[src/rtl/result_packer.sv]
// result_packer: packs quantized activation beats (2/4/8-bit lanes) into
// full-width output-feature-map SRAM words and issues the write address,
// write enable, word count, busy and layer-done signals.
module result_packer #(
  parameter int LANES      = 16,
  parameter int LANE_WIDTH = 8,
  parameter int ADDR_WIDTH = 12
) (
  input  logic                          CLK,
  input  logic                          RST,
  input  logic                          layer_start,
  input  logic [1:0]                    i_precision,
  input  logic [ADDR_WIDTH-1:0]         base_addr,
  input  logic                          i_Vld,
  input  logic [LANES*LANE_WIDTH-1:0]   i_Data,
  input  logic                          layer_end,
  output logic                          o_WrEn,
  output logic [ADDR_WIDTH-1:0]         o_WrAddr,
  output logic [LANES*LANE_WIDTH-1:0]   o_WrData,
  output logic [ADDR_WIDTH:0]           o_WordCnt,
  output logic                          o_Busy,
  output logic                          o_Done
);

  localparam int W     = LANES * LANE_WIDTH;
  localparam int SLOT2 = 2 * LANES;   // bits one 2-bit beat occupies
  localparam int SLOT4 = 4 * LANES;   // bits one 4-bit beat occupies

  // Internal precision code: 0 = 2b, 1 = 4b, 2 = 8b
  localparam logic [1:0] PREC_2B = 2'd0;
  localparam logic [1:0] PREC_4B = 2'd1;
  localparam logic [1:0] PREC_8B = 2'd2;

  typedef enum logic {IDLE, ACTIVE} state_t;

  state_t                  state_q, state_d;
  logic [1:0]              prec_q, prec_d;
  logic [W-1:0]            acc_q, acc_d;
  logic [1:0]              cnt_q, cnt_d;
  logic [ADDR_WIDTH-1:0]   ptr_q, ptr_d;
  logic                    wr_en_q, wr_en_d;
  logic [ADDR_WIDTH-1:0]   wr_addr_q, wr_addr_d;
  logic [W-1:0]            wr_data_q, wr_data_d;
  logic [ADDR_WIDTH:0]     word_cnt_q, word_cnt_d;
  logic                    done_q, done_d;

  logic [SLOT2-1:0]        pack2;
  logic [SLOT4-1:0]        pack4;
  logic [W-1:0]            pack8;
  logic [W-1:0]            beat_word;
  logic [W-1:0]            acc_sum;
  logic [2:0]              cnt_after;
  logic [2:0]              beats_per_word;
  logic                    do_write;

  // Gather the low p bits of every lane into a dense per-precision vector
  for (genvar gi = 0; gi < LANES; gi++) begin : g_lane
    assign pack2[gi*2 +: 2] = i_Data[gi*LANE_WIDTH +: 2];
    assign pack4[gi*4 +: 4] = i_Data[gi*LANE_WIDTH +: 4];
    assign pack8[gi*LANE_WIDTH +: LANE_WIDTH] = i_Data[gi*LANE_WIDTH +: LANE_WIDTH];
  end

  // Place the incoming beat into its slot of the word being assembled
  always_comb begin
    beat_word      = pack8;
    beats_per_word = 3'd1;
    case (prec_q)
      PREC_2B: begin
        beat_word      = W'(pack2) << (cnt_q * SLOT2);
        beats_per_word = 3'd4;
      end
      PREC_4B: begin
        beat_word      = W'(pack4) << (cnt_q * SLOT4);
        beats_per_word = 3'd2;
      end
      default: begin
        beat_word      = pack8;
        beats_per_word = 3'd1;
      end
    endcase
  end

  // Next-state: layer control, packing, word completion and flush
  always_comb begin
    state_d    = state_q;
    prec_d     = prec_q;
    acc_d      = acc_q;
    cnt_d      = cnt_q;
    ptr_d      = ptr_q;
    wr_en_d    = 1'b0;
    wr_addr_d  = wr_addr_q;
    wr_data_d  = wr_data_q;
    word_cnt_d = word_cnt_q;
    done_d     = 1'b0;
    acc_sum    = acc_q | (i_Vld ? beat_word : '0);
    cnt_after  = {1'b0, cnt_q} + {2'b00, i_Vld};
    do_write   = 1'b0;

    if (layer_start) begin
      // Start or restart: any partial word is dropped without a write
      state_d    = ACTIVE;
      prec_d     = (i_precision == 2'b11) ? PREC_8B : i_precision;
      ptr_d      = base_addr;
      acc_d      = '0;
      cnt_d      = 2'd0;
      word_cnt_d = '0;
    end else if (state_q == ACTIVE) begin
      // The beat is packed first; a coincident layer_end then flushes
      do_write = (cnt_after == beats_per_word) ||
                 (layer_end && (cnt_after != 3'd0));
      if (do_write) begin
        wr_en_d   = 1'b1;
        wr_addr_d = ptr_q;
        wr_data_d = acc_sum;
        ptr_d     = ptr_q + 1'b1;
        if (word_cnt_q != '1) begin
          word_cnt_d = word_cnt_q + 1'b1;
        end
      end
      if (do_write || layer_end) begin
        acc_d = '0;
        cnt_d = 2'd0;
      end else begin
        acc_d = acc_sum;
        cnt_d = cnt_after[1:0];
      end
      if (layer_end) begin
        state_d = IDLE;
        done_d  = 1'b1;
      end
    end
  end

  // State and output registers with synchronous reset
  always_ff @(posedge CLK) begin
    if (RST) begin
      state_q    <= IDLE;
      prec_q     <= PREC_8B;
      acc_q      <= '0;
      cnt_q      <= 2'd0;
      ptr_q      <= '0;
      wr_en_q    <= 1'b0;
      wr_addr_q  <= '0;
      wr_data_q  <= '0;
      word_cnt_q <= '0;
      done_q     <= 1'b0;
    end else begin
      state_q    <= state_d;
      prec_q     <= prec_d;
      acc_q      <= acc_d;
      cnt_q      <= cnt_d;
      ptr_q      <= ptr_d;
      wr_en_q    <= wr_en_d;
      wr_addr_q  <= wr_addr_d;
      wr_data_q  <= wr_data_d;
      word_cnt_q <= word_cnt_d;
      done_q     <= done_d;
    end
  end

  assign o_WrEn    = wr_en_q;
  assign o_WrAddr  = wr_addr_q;
  assign o_WrData  = wr_data_q;
  assign o_WordCnt = word_cnt_q;
  assign o_Busy    = (state_q == ACTIVE);
  assign o_Done    = done_q;

endmodule

[config.mk]
export PLATFORM = sky130hd
export DESIGN_NAME = result_packer
export DESIGN_NICKNAME = d
export VERILOG_FILES = /design/src/rtl/result_packer.sv
export SDC_FILE = /design/constraint.sdc
export NUM_CORES = 1
export LEC_CHECK = 0
export CORE_ASPECT_RATIO = 0.6
export CORE_MARGIN = 5
export CORE_UTILIZATION = 50
export DETAILED_ROUTE_END_ITERATION = 8
export PLACE_DENSITY = 0.81
export SETUP_SLACK_MARGIN = 0.3
export SLEW_MARGIN = 20
export SYNTH_ARGS = -nofsm -noshare
export SYNTH_HDL_FRONTEND = slang
export SYNTH_SLANG_ARGS = --single-unit
[constraint.sdc]
create_clock -name CLK -period 2.5 [get_ports CLK]
set_input_delay 0.375 -clock CLK [delete_from_list [all_inputs] [get_ports CLK]]
set_output_delay 0.375 -clock CLK [all_outputs]
set_load 0.05 [all_outputs]
==> metrics.txt <==
# TYPE chip_impl_metric gauge
chip_impl_metric{name="timing.final.max_slew_violations",unit=""} 0
chip_impl_metric{name="hold_slack",unit="ns"} 0.333
chip_impl_metric{name="place.detailed.hpwl",unit="um"} 39200
chip_impl_metric{name="die-width",unit="um"} 219
chip_impl_metric{name="vdd_ir_drop_max",unit="mV"} 0.516
chip_impl_metric{name="num_antenna_cells",unit=""} 0
chip_impl_metric{name="timing.final.crit_share",unit="%"} 87.7
chip_impl_info{name="synth_top_cell_by_area",value="dfxtp_1"} 1
chip_impl_metric{name="initialDrtViolationCount",unit=""} 2132
chip_impl_metric{name="timing.slew.headroom",unit="%"} 47.8
chip_impl_metric{name="p_per_area",unit="nW/um^2"} 608
chip_impl_metric{name="grt_use_total",unit="%"} 35.1
chip_impl_metric{name="ys_ff_latch",unit=""} 300
chip_impl_metric{name="globalplace.congestion",unit=""} 0.934
chip_impl_metric{name="synth_edf_count",unit=""} 0
chip_impl_metric{name="avgViaCountPerCell",unit=""} 6.69
chip_impl_metric{name="fillCellCount",unit=""} 1936
chip_impl_metric{name="antenna_found_initial",unit=""} 2
chip_impl_metric{name="drv_cap",unit=""} 0
chip_impl_metric{name="buffer_ports.inserted",unit=""} 302
chip_impl_metric{name="top_level_ports",unit=""} 303
chip_impl_metric{name="wl_per_instance",unit="um"} 25.6
chip_impl_metric{name="final_count_of_negative_setup_slack_endpoints",unit=""} 0
chip_impl_metric{name="detail_route.first_pass.iterations",unit=""} 6
chip_impl_info{name="cp_top_family",value="buffers and inverters"} 1
chip_impl_metric{name="yosys_warnings",unit=""} 0
chip_impl_metric{name="cts_made_buffers",unit=""} 29
chip_impl_metric{name="dieArea",unit="um^2"} 29700
chip_impl_metric{name="share_of_the_synthesized_area_in_the_top_cell_type",unit="%"} 45.7
chip_impl_metric{name="path_max_fanout",unit=""} 34
chip_impl_metric{name="post_synth.cell_area_avg",unit="um^2"} 8.74
chip_impl_metric{name="critical_path.n_buffers_inverters",unit=""} 3
chip_impl_metric{name="cp_slowest_stage_delay",unit="ns"} 0.49
chip_impl_metric{name="wl",unit="um"} 55600
chip_impl_info{name="cts-root-buf",value="clkbuf_16"} 1
chip_impl_metric{name="drc",unit=""} 0
chip_impl_metric{name="ctsHoldBuffers",unit=""} 0
chip_impl_metric{name="flow.area_growth_from_synthesis",unit="%"} 40.9
chip_impl_metric{name="rows",unit=""} 45
chip_impl_info{name="commonest_register_cell_after_synthesis",value="dfxtp_1"} 1
chip_impl_metric{name="grt_pass1_vias",unit=""} 13596
chip_impl_info{name="crit_path_cell_trace",value="clkdlybuf4s50_1, ha_4, ha_4, mux2i_4, buf_4, a221o_4, buf_12, a21oi_1, a211oi_1"} 1
chip_impl_metric{name="timing.final.hold_violations",unit=""} 0
chip_impl_info{name="tritoncts",value="done"} 1
chip_impl_metric{name="tightest_slew",unit="ns"} 0.784
chip_impl_metric{name="cp_data_arrival_time",unit="ns"} 2.60
chip_impl_metric{name="period_minus_slack",unit="ns"} 2.19
chip_impl_metric{name="power.static_leakage",unit="nW"} 6.61
chip_impl_metric{name="clockBufferDepth",unit=""} 3
chip_impl_metric{name="fmax",unit="GHz"} 0.456
chip_impl_metric{name="gr-total-overflow",unit=""} 0
chip_impl_metric{name="critical_path_required",unit="ns"} 2.91
chip_impl_metric{name="grt_first_pass_wirelength",unit="um"} 82500
chip_impl_metric{name="post_synth_num_cell_types",unit=""} 57
chip_impl_metric{name="post_synth_instance_area",unit="um^2"} 13100
chip_impl_metric{name="final_net_count",unit=""} 1946
chip_impl_metric{name="fin_skew",unit="ns"} 0.00755
chip_impl_metric{name="via_count",unit=""} 14514
chip_impl_info{name="cp_slowest_cell",value="clkdlybuf4s50_1"} 1
chip_impl_info{name="path_class",value="input port to flop"} 1
chip_impl_metric{name="totalPowerFinal",unit="mW"} 11.3
chip_impl_metric{name="chipHeight",unit="um"} 136
chip_impl_metric{name="grt_max_degree",unit=""} 101
chip_impl_info{name="status",value="complete, no violations"} 1
chip_impl_info{name="timing.hold.worst.class",value="input port to flop"} 1
chip_impl_metric{name="initial_utilization",unit="%"} 51.4
chip_impl_metric{name="dp_worst_setup_slack",unit="ns"} -0.404
chip_impl_metric{name="clk_pin_slew",unit="ns"} 0.07
chip_impl_metric{name="number_of_antenna_violating_nets_in_the_routed_design",unit=""} 0
chip_impl_info{name="ys_top_cells_by_area",value="dfxtp_1, a21oi_1, a221o_1, a211oi_1, o21ai_0"} 1
chip_impl_metric{name="postSynthCellCount",unit=""} 1503
chip_impl_metric{name="maximum_level_of_the_cts_h_tree",unit=""} 1
chip_impl_info{name="setup_repair_after_global_routing_missed_its_margin",value="yes"} 1
chip_impl_info{name="timing.critical_path.mode_cell",value="ha_4"} 1
chip_impl_info{name="start_kind",value="input port"} 1
chip_impl_metric{name="core_area",unit="um^2"} 25600
chip_impl_metric{name="clock_latency_on_the_worst_skew_pair",unit="ns"} 0.56
chip_impl_metric{name="drive_gt1_share",unit="%"} 11.6
chip_impl_metric{name="cts.sink_count",unit=""} 300
chip_impl_metric{name="ys_seq_area_share",unit="%"} 45.7
chip_impl_info{name="critical_path.endpoint_type",value="flop"} 1
chip_impl_metric{name="synth_fp_nets",unit=""} 1654
chip_impl_metric{name="final.setup.worst_slack",unit="ns"} 0.308
chip_impl_metric{name="synth_async_sr_flop_share",unit="%"} 0
-- tightest hold or removal path, delay by kind of cell --
| family | cells | cell delay, ns |
|---|---|---|
| AOI/OAI and AO/OA | 1 | 0.11 |
| buffers and inverters | 1 | 0.12 |
| and+or+nand+nor | 2 | 0.23 |
-- layout by cell type, fill, tap and decap left out, types with 9 or more instances in the layout --
cell | Yosys | final
a211oi_1 | 121 | 111
a211oi_2 | 0 | 10
a21oi_1 | 258 | 251
a221o_1 | 106 | 105
a221oi_1 | 9 | 9
a311oi_1 | 16 | 12
a32oi_1 | 10 | 10
and3b_1 | 31 | 31
buf_12 | 0 | 29
buf_4 | 5 | 76
clkbuf_16 | 0 | 31
clkdlybuf4s50_1 | 0 | 283
dfxtp_1 | 300 | 299
dlymetal6s2s_1 | 0 | 11
inv_1 | 12 | 12
mux2i_1 | 10 | 9
nand2_1 | 141 | 139
nand3_1 | 24 | 23
nand4_1 | 11 | 11
nor2_1 | 33 | 29
nor4_1 | 12 | 12
o21ai_0 | 136 | 136
or3_1 | 15 | 15
-- synth_stat cells (6+ instances only) --
cell type and instances:
a221oi_1 9, nand2_1 141, buf_1 6, or3_1 15, nor3b_1 6, a211oi_1 121
o21ai_0 136, a21oi_1 258, and3b_1 31, a311oi_1 16, a32oi_1 10, buf_2 26
dfxtp_1 300, inv_1 12, mux2i_1 10, o31ai_1 8, nand3_1 24, clkbuf_1 119
nor4_1 12, a221o_1 106, nand4_1 11, a21o_1 7, nor3_1 6, nor2_1 33
-- timing repair --
item / 4_1_cts / 5_1_grt
setup endpoints to repair: 140 / 160
pin swaps: 0 / 13
buffers inserted: 0 / 3
gates cloned: 0 / 2
resized for setup: 13 / 52
hold endpoints to repair: 0 / 0
-- where the power goes --
group	switching [mW]	total, mW	internal, mW	leakage (nW)
clock network	1.92	4.36	2.44	0.461
logic	1.14	1.90	0.767	3.72
registers	0.0877	4.98	4.90	2.43
-- layout make-up --
class	instances	area [um^2]	area share (%)
Tap cell	352	440	2.38
Multi-Input combinational cell	1035	6710	36.3
Clock buffer	42	845	4.56
Clock inverter	10	81.3	0.440
Sequential cell	300	6010	32.5
Timing Repair Buffer	417	4370	23.6
Inverter	12	45.0	0.243
-- through the flow --
step                      instance area (um^2)  TNS, ns  std cells  utilization (%)
after floorplan                          13100        0       1503                -
after global placement                   17300   -35.21       2111             67.5
after detailed placement                 17300   -60.44       2111             67.5
after CTS                                18200        0       2163             71.2
after global routing                     18500        0       2168             72.4
final                                    18500        0       2168             72.4
-- flip-flops by register name (all words and copies together), names as in the netlist --
name and count:
cnt_q 2, o_Busy 1, o_WrEn 1, o_WrAddr 12, o_WrData 128, ptr_q 12, prec_q 2, o_WordCnt 13
acc_q 128, o_Done 1
-- path summary, 6_finish.rpt --
| kind | startpoint | to | slack, ns | cells after the start |
|---|---|---|---|---|
| min | RST | acc_q[30] | 0.33 | 4 |
| max reg2reg | cnt_q[0] | o_WrData[70] | 0.32 | 8 |
| min reg2reg | acc_q[107] | acc_q[107] | 0.45 | 2 |
| max | i_Vld | o_WrData[70] | 0.31 | 9 |
-- routing by layer --
layer	part of all wire (%)	track usage, %
met1	41	51.1
met2	42	50.6
met3	14	11.3
met4	2.9	8.19
met5	0.043	0
-- cell families after synthesis --
| kind of cell | Yosys count | synth area share (%) |
|---|---|---|
| buf+inv | 168 | 5.19 |
| fa+ha+maj | 4 | 0.381 |
| simple gates | 313 | 12.3 |
| compound gates | 708 | 35.6 |
| mux | 10 | 0.762 |
| flops | 300 | 45.7 |
Power figures use the tool's default switching activity.
